<file path="src/rtl/ice_tlx_data_beat_sequencer_pkg.sv">
// Shared TLX data-stage types and defaults.
package ice_tlx_data_beat_sequencer_pkg;

   typedef enum logic {
      IDLE   = 1'b0,
      STREAM = 1'b1
   } seq_state_t;

   // Length entries encode the beat count as N-1 in this many bits.
   localparam int LEN_W       = 6;
   localparam int STALL_W     = 10;
   localparam int HOLDOFF_DEF = 2;
   localparam int TIMEOUT_DEF = 1023;

endpackage

</file>
<file path="src/rtl/ice_tlx_data_beat_sequencer_if.sv">
// Beat handshake bundle: upstream data path in, downstream write-data out.
interface ice_tlx_data_beat_sequencer_if #(
   parameter int DATA_WIDTH = 512
) ();
   import ice_tlx_data_beat_sequencer_pkg::*;

   logic                  in_valid;
   logic [DATA_WIDTH-1:0] in_data;
   logic                  in_ready;
   logic                  out_valid;
   logic [DATA_WIDTH-1:0] out_data;
   logic                  out_last;
   logic [LEN_W-1:0]      out_beat_idx;
   logic                  out_ready;

   // Sequencer side.
   modport master (
      input  in_valid, in_data, out_ready,
      output in_ready, out_valid, out_data, out_last, out_beat_idx
   );

   // Environment side: upstream source and downstream consumer.
   modport slave (
      output in_valid, in_data, out_ready,
      input  in_ready, out_valid, out_data, out_last, out_beat_idx
   );
endinterface

</file>
<file path="src/rtl/ice_tlx_skid_buf.sv">
// Two-entry skid buffer; head entry drives the pop side. Full is derived
// from the registered count so push_ready never depends on pop_ready.
module ice_tlx_skid_buf
   import ice_tlx_data_beat_sequencer_pkg::*;
#(
   parameter int WIDTH = 8
) (
   input  logic             clk,
   input  logic             rst,
   input  logic             push_valid,
   input  logic [WIDTH-1:0] push_data,
   output logic             push_ready,
   output logic             pop_valid,
   output logic [WIDTH-1:0] pop_data,
   input  logic             pop_ready,
   output logic [1:0]       count
);
   logic [WIDTH-1:0] ent0;
   logic [WIDTH-1:0] ent1;
   logic             push;
   logic             pop;

   assign push_ready = (count != 2'd2);
   assign pop_valid  = (count != 2'd0);
   assign pop_data   = ent0;
   assign push       = push_valid && push_ready;
   assign pop        = pop_valid && pop_ready;

   // Occupancy and storage; ent0 is always the oldest entry.
   always_ff @(posedge clk) begin
      if (rst) begin
         count <= 2'd0;
         ent0  <= '0;
         ent1  <= '0;
      end else begin
         count <= count + {1'b0, push} - {1'b0, pop};
         if (pop) begin
            if (count == 2'd2)
               ent0 <= ent1;
            else if (push)
               ent0 <= push_data;
         end else if (push) begin
            if (count == 2'd0)
               ent0 <= push_data;
            else
               ent1 <= push_data;
         end
      end
   end
endmodule

</file>
<file path="src/rtl/ice_tlx_data_beat_sequencer.sv">
// Meters data beats per TLX length entry and pops the length FIFO.
//
// state  | meaning
// IDLE   | waiting for a length entry (after refetch holdoff)
// STREAM | accepting beats of the current command into the skid buffer
module ice_tlx_data_beat_sequencer
   import ice_tlx_data_beat_sequencer_pkg::*;
#(
   parameter int DATA_WIDTH = 512,
   parameter int HOLDOFF    = HOLDOFF_DEF,
   parameter int TIMEOUT    = TIMEOUT_DEF
) (
   input  logic                              clock,
   input  logic                              reset,
   input  logic [LEN_W-1:0]                  fifo_data,
   input  logic                              fifo_data_available,
   input  logic                              fifo_underflow_error,
   input  logic                              fifo_overflow_error,
   output logic                              fifo_rd_done,
   ice_tlx_data_beat_sequencer_if.master     bus,
   output logic                              cmd_done,
   output logic                              busy,
   output logic [1:0]                        err_fifo,
   output logic                              err_timeout
);
   localparam int HOLD_W = (HOLDOFF < 1) ? 1 : $clog2(HOLDOFF + 1);
   localparam int PW     = DATA_WIDTH + 1 + LEN_W;

   seq_state_t        state;
   seq_state_t        state_nxt;
   logic [LEN_W-1:0]  beats_left;
   logic [LEN_W-1:0]  beat_idx;
   logic [HOLD_W-1:0] holdoff_cnt;
   logic [STALL_W-1:0] stall_cnt;
   logic              start;
   logic              accept;
   logic              in_ready_c;
   logic              skid_ready;
   logic              last_beat;
   logic [1:0]        skid_count;
   logic [PW-1:0]     push_payload;
   logic [PW-1:0]     pop_payload;

   assign last_beat    = (beats_left == '0);
   assign bus.in_ready = in_ready_c;
   assign push_payload = {bus.in_data, last_beat, beat_idx};
   assign {bus.out_data, bus.out_last, bus.out_beat_idx} = pop_payload;
   assign busy         = (state == STREAM) || (skid_count != 2'd0);

   ice_tlx_skid_buf #(.WIDTH(PW)) u_skid (
      .clk        (clock),
      .rst        (reset),
      .push_valid (accept),
      .push_data  (push_payload),
      .push_ready (skid_ready),
      .pop_valid  (bus.out_valid),
      .pop_data   (pop_payload),
      .pop_ready  (bus.out_ready),
      .count      (skid_count)
   );

   // State register.
   always_ff @(posedge clock) begin
      if (reset)
         state <= IDLE;
      else
         state <= state_nxt;
   end

   // Next state, input backpressure and beat accept.
   always_comb begin
      state_nxt  = state;
      start      = 1'b0;
      accept     = 1'b0;
      in_ready_c = 1'b0;
      case (state)
         IDLE: begin
            if (fifo_data_available && (holdoff_cnt == '0)) begin
               state_nxt = STREAM;
               start     = 1'b1;
            end
         end
         STREAM: begin
            in_ready_c = skid_ready;
            accept     = bus.in_valid && skid_ready;
            if (accept && last_beat)
               state_nxt = IDLE;
         end
         default: state_nxt = IDLE;
      endcase
   end

   // Beat counters, FIFO pop pulse, command-done pulse and refetch holdoff.
   always_ff @(posedge clock) begin
      if (reset) begin
         beats_left   <= '0;
         beat_idx     <= '0;
         fifo_rd_done <= 1'b0;
         cmd_done     <= 1'b0;
         holdoff_cnt  <= '0;
      end else begin
         fifo_rd_done <= start;
         cmd_done     <= accept && last_beat;
         if (start) begin
            beats_left <= fifo_data;
            beat_idx   <= '0;
         end else if (accept) begin
            if (!last_beat)
               beats_left <= beats_left - 1'b1;
            beat_idx <= beat_idx + 1'b1;
         end
         if (fifo_rd_done)
            holdoff_cnt <= HOLD_W'(HOLDOFF);
         else if (holdoff_cnt != '0)
            holdoff_cnt <= holdoff_cnt - 1'b1;
      end
   end

   // Stall watchdog and sticky error flags; the stall only flags, never aborts.
   always_ff @(posedge clock) begin
      if (reset) begin
         stall_cnt   <= '0;
         err_timeout <= 1'b0;
         err_fifo    <= 2'b00;
      end else begin
         err_fifo <= err_fifo | {fifo_overflow_error, fifo_underflow_error};
         if ((state != STREAM) || accept) begin
            stall_cnt <= '0;
         end else if (stall_cnt != STALL_W'(TIMEOUT)) begin
            stall_cnt <= stall_cnt + 1'b1;
            if (stall_cnt == STALL_W'(TIMEOUT - 1))
               err_timeout <= 1'b1;
         end
      end
   end
endmodule
</file>
<file path="src/flat_wrapper.sv">
// flat-port wrapper written by rule: the top's interface ports become plain ports
module ice_tlx_data_beat_sequencer_flat import ice_tlx_data_beat_sequencer_pkg::*;
#(
   parameter int DATA_WIDTH = 512,
   parameter int HOLDOFF    = HOLDOFF_DEF,
   parameter int TIMEOUT    = TIMEOUT_DEF
)
  (clock, reset, fifo_data, fifo_data_available, fifo_underflow_error, fifo_overflow_error, fifo_rd_done, cmd_done, busy, err_fifo, err_timeout, bus_in_valid, bus_in_data, bus_out_ready, bus_in_ready, bus_out_valid, bus_out_data, bus_out_last, bus_out_beat_idx);
  ice_tlx_data_beat_sequencer_if #(.DATA_WIDTH(DATA_WIDTH)) bus_i ();
  input  logic clock;
  input  logic reset;
  input  logic [LEN_W-1:0] fifo_data;
  input  logic fifo_data_available;
  input  logic fifo_underflow_error;
  input  logic fifo_overflow_error;
  output logic fifo_rd_done;
  output logic cmd_done;
  output logic busy;
  output logic [1:0] err_fifo;
  output logic err_timeout;
  input wire logic [$bits(bus_i.in_valid)-1:0] bus_in_valid;
  input wire logic [$bits(bus_i.in_data)-1:0] bus_in_data;
  input wire logic [$bits(bus_i.out_ready)-1:0] bus_out_ready;
  output wire logic [$bits(bus_i.in_ready)-1:0] bus_in_ready;
  output wire logic [$bits(bus_i.out_valid)-1:0] bus_out_valid;
  output wire logic [$bits(bus_i.out_data)-1:0] bus_out_data;
  output wire logic [$bits(bus_i.out_last)-1:0] bus_out_last;
  output wire logic [$bits(bus_i.out_beat_idx)-1:0] bus_out_beat_idx;
  assign bus_i.in_valid = bus_in_valid;
  assign bus_i.in_data = bus_in_data;
  assign bus_i.out_ready = bus_out_ready;
  assign bus_in_ready = bus_i.in_ready;
  assign bus_out_valid = bus_i.out_valid;
  assign bus_out_data = bus_i.out_data;
  assign bus_out_last = bus_i.out_last;
  assign bus_out_beat_idx = bus_i.out_beat_idx;
  ice_tlx_data_beat_sequencer #(.DATA_WIDTH(DATA_WIDTH), .HOLDOFF(HOLDOFF), .TIMEOUT(TIMEOUT)) u_core (.clock(clock), .reset(reset), .fifo_data(fifo_data), .fifo_data_available(fifo_data_available), .fifo_underflow_error(fifo_underflow_error), .fifo_overflow_error(fifo_overflow_error), .fifo_rd_done(fifo_rd_done), .bus(bus_i), .cmd_done(cmd_done), .busy(busy), .err_fifo(err_fifo), .err_timeout(err_timeout));
endmodule
</file>
<file path="config.mk">
export PLATFORM = sky130hd
export DESIGN_NAME = ice_tlx_data_beat_sequencer_flat
export DESIGN_NICKNAME = d
export VERILOG_FILES = /design/src/rtl/ice_tlx_data_beat_sequencer_pkg.sv /design/src/rtl/ice_tlx_data_beat_sequencer_if.sv /design/src/rtl/ice_tlx_skid_buf.sv /design/src/rtl/ice_tlx_data_beat_sequencer.sv /design/src/flat_wrapper.sv
export SDC_FILE = /design/constraint.sdc
export NUM_CORES = 2
export LEC_CHECK = 0
export ABC_AREA = 1
export CAP_MARGIN = 20
export CORE_AREA = 2 2 407 409
export CTS_CLUSTER_DIAMETER = 120
export DETAILED_ROUTE_END_ITERATION = 10
export DIE_AREA = 0 0 409 411
export SYNTH_ARGS = -nofsm -noshare
export SYNTH_HDL_FRONTEND = slang
export SYNTH_HIERARCHICAL = 1
export SYNTH_SLANG_ARGS = --single-unit
export TNS_END_PERCENT = 10
</file>
<file path="constraint.sdc">
create_clock -name clock -period 4.48 [get_ports clock]
set_clock_uncertainty 0.1 [all_clocks]
set_input_delay 0.896 -clock clock [delete_from_list [all_inputs] [get_ports clock]]
set_output_delay 0.896 -clock clock [all_outputs]
set_load 0.03 [all_outputs]
</file>
==> flow_summary_export.csv <==
group,metric,value,unit
logic_synthesis,ys_seq_area_share,40.59,%
logic_synthesis,yosys_warnings,6,
worst_setup_path,cp_cell_sequence,"inv_2, nand2_2, nand2_1, inv_1, clkdlybuf4s50_1",
worst_setup_path,cp_top_family,"buffers and inverters",
final_layout,final_cells,12140,
timing,slew_violations,0,
worst_setup_path,crit_buf_inv,3,
logic_synthesis,ys_seq_elements,1070,
pwr,power_leakage,32.35,nW
drt,post_drt_wl_per_cell,14.92,um
drt,drtPass1Iterations,8,
clock_network,ctsLongestPathBuffers,3,
placed_design,portBuffers,1051,
floorplanning,start_util,32.21,%
timing,hold_viol,0,
placed_design,dp_cells,11899,
worst_setup_path,worstRegToRegCells,10,
global_routing,antenna_found_initial,47,
final_layout,fin_area,0.06909,mm2
timing,rsz0062_at_grt,"false",
worst_setup_path,path_depth,5,
floorplanning,std_cell_rows,149,
timing,fmax,308.4,MHz
timing,setup_ws,1.238,ns
drt,antenna_left,0,
floorplanning,die-area,0.1681,mm2
placed_design,pre_cts_ws,0.9669,ns
global_routing,grt_pass1_wl,273.4,mm
clock_network,postCtsSetupRepairBufs,0,
worst_setup_path,regToRegEndpoint,"u_core/u_skid/pop_data[381]$_SDFFE_PP0P_",
drt,drtIter0Drc,4053,
drt,via_per_inst,4.315,
worst_setup_path,regToRegSetupSlack,1.70,ns
clock_network,clk-insertion-delay-late,0.74,ns
floorplanning,die_h,411,um
placed_design,post-dp-hpwl,125.9,mm
clock_network,cts_hold_buf,0,
pwr,peakVddDrop,0.3830,mV
worst_setup_path,cp-end-kind,"output pin",
global_routing,first_global_vias,46852,
worst_hold_path,hold_depth,2,
drt,vias,52384,
final_layout,area_growth,30.90,%
worst_hold_path,min_from,"u_core/err_timeout$_SDFFE_PP0P_",
worst_hold_path,hold_path_class,"register to register",
timing,setup_viol,0,
outcome,outcome,"finished clean",
logic_synthesis,avgSynthCellArea,5.830,um2
floorplanning,dieWidth,409,um
worst_setup_path,reg2reg_from,"u_core/u_skid/count[1]$_SDFF_PP0_",
clock_network,cts.repair.resized,0,
clock_network,cts_tree,"yes",
worst_setup_path,worst-path-max-fanout,5,
worst_setup_path,critical_path_arrival,2.25,ns
placed_design,gp_congestion,0.8614,
global_routing,grt_max_degree,128,
drt,drc,0,
final_layout,post_route_cells_drive_above_1_share,3.434,%
drt,wl,181.1,mm
clock_network,h-tree-depth,3,
worst_setup_path,required,3.48,ns
floorplanning,core-area,0.1639,mm2
timing,final.setup.tns,0,ns
final_layout,nets,10365,
logic_synthesis,syn-instance-count,9053,
clock_network,clk_pin_slew,0.06,ns
global_routing,overflow,0,
floorplanning,pin_count,1052,
clock_network,clock-sinks,1070,
logic_synthesis,synth_cell_types,36,
timing,layout_min_cycle_time,3.242,ns
worst_setup_path,startpoint_type,"register",
timing,worst_slew_pin_slew,0.9373,ns
placed_design,dpl_cell_area,0.06507,mm2
global_routing,grt_usage,20.58,%
timing,max_slew_margin,37.51,%
clock_network,cts_made_buffers,121,
flow_run,drv_cap,0,
pwr,power_density,619.8,mW/mm2
timing,finalCritPeriodShare,72.38,%
worst_setup_path,cp_slowest_cell,"clkdlybuf4s50_1",
worst_hold_path,holdPathEnd,"u_core/err_timeout$_SDFFE_PP0P_",
logic_synthesis,syn-num-nets,9585,
worst_setup_path,slowest_delay,0.67,ns
clock_network,cts_root_buf,"clkbuf_16",
worst_setup_path,path_class,"register to output pin",
logic_synthesis,syn-cell-area,0.05278,mm2
final_layout,final_util,42.16,%
cells by family (layout without fill, tap and decap cells):
logic type | count (synthesis) | after routing | share of synthesized area, %
xor gates and xnor gates | 3 | 3 | 0.04979
other | 0 | 22 | 0
adders and majority gates | 7 | 7 | 0.1659
AOI/OAI and AO/OA | 31 | 31 | 0.3129
DFF | 1070 | 1070 | 40.59
and+or+nand+nor | 5832 | 5832 | 42.93
buffers and inverters | 2110 | 2986 | 15.96
cells in the mapped netlist (all sizes together):
cell type  count  share of area, %
nor3b          2             0.028
o21ai         14              0.14
clkinv         2             0.017
or2            4             0.047
dfxtp       1070                41
a21oi         13              0.12
nand3        535               5.1
nand2       2646                19
xor2           1             0.017
nand4          5             0.059
nand3b         1             0.021
nor4           1             0.012
o211ai         1             0.014
ha             7              0.17
xnor2          2             0.033
inv         1589                11
nor3           4             0.047
buf          355               3.5
nor2        2633                19
and3           1             0.012
clkbuf       164               1.2
a31oi          3             0.036
per-layer routing:
layer / routed length, um / GRT usage, %
met1: 77680 / 26.30
met2: 84650 / 34.12
met3: 12830 / 4.190
met4: 5717 / 7.622
met5: 268 / 0
report_power, final:
group	total, mW	switching [mW]	leakage [nW]	internal [mW]
combinational	19.3	12.3	21.7	6.98
sequential	13.7	1.82	8.71	11.8
clock	9.92	4.21	1.96	5.71
flip-flops by register name (all words and copies together) (netlist names):
signal                  flops
u_core/err_fifo             2
u_core/cmd_done             1
u_core/state                1
u_core/beat_idx             6
u_core/stall_cnt           10
u_core/u_skid/count         2
u_core/fifo_rd_done         1
u_core/u_skid/ent1        519
u_core/err_timeout          1
u_core/beats_left           6
u_core/u_skid/pop_data    519
u_core/holdoff_cnt          2
metrics by stage:
step	hold WS, ns	power (mW)
6_report	0.3477	42.82
5_1_grt	0.3767	45.47
4_1_cts	0.3530	43.23
3_5_place_dp	0.3438	33.12
3_3_place_gp	0.3347	32.96
2_1_floorplan	0.3241	25.04
cell type report:
class	instances	area (um2)
Antenna cell	22	55.05
Timing Repair Buffer	1176	11950
Multi-Input combinational cell	5873	22980
Clock buffer	183	3571
Fill cell	17221	94780
Sequential cell	1070	21420
Tap cell	2189	2739
Inverter	1591	5981
Clock inverter	36	397.9
worst reg2reg max path, stage by stage, from the launching register on:
cell and delay, ns:
dfxtp_1 0.55, nand2_2 0.17, nand2_1 0.16, nor2_4 0.07, inv_1 0.09, nand2_4 0.26, nand2_4 0.40, buf_12 0.42
nand2_1 0.28, nand2_1 0.09, nor2_1 0.05
worst max-delay path by stage:
stage                                            from                                        to  slack [ns]
floorplan                                bus_in_valid      u_core/u_skid/ent1[207]$_SDFFE_PP0P_        2.27
global placement                        bus_out_ready  u_core/u_skid/pop_data[195]$_SDFFE_PP0P_        0.98
detailed placement                      bus_out_ready  u_core/u_skid/pop_data[246]$_SDFFE_PP0P_        0.97
CTS                 u_core/u_skid/count[0]$_SDFF_PP0_                              bus_in_ready        1.12
global route        u_core/u_skid/count[0]$_SDFF_PP0_                              bus_in_ready        1.09
finish              u_core/u_skid/count[0]$_SDFF_PP0_                              bus_in_ready        1.24
placed cells by master (no fill, tap or decap), types with 4 or more instances in the layout:
| cell | instances |
|---|---|
| ha_1 | 7 |
| nand3_1 | 532 |
| nand2_2 | 4 |
| dfxtp_1 | 1070 |
| nor2_1 | 2626 |
| diode_2 | 22 |
| nand2_1 | 2640 |
| inv_1 | 1584 |
| clkbuf_8 | 31 |
| inv_2 | 5 |
| clkdlybuf4s50_1 | 1051 |
| clkbuf_16 | 121 |
| buf_12 | 39 |
| bufinv_16 | 4 |
| clkbuf_1 | 31 |
| clkinv_2 | 24 |
| clkinv_16 | 4 |
| nand4_1 | 5 |
| nor2_2 | 4 |
| buf_4 | 86 |
| a21oi_1 | 13 |
| o21ai_0 | 12 |
(Power assumes the default switching activity.)
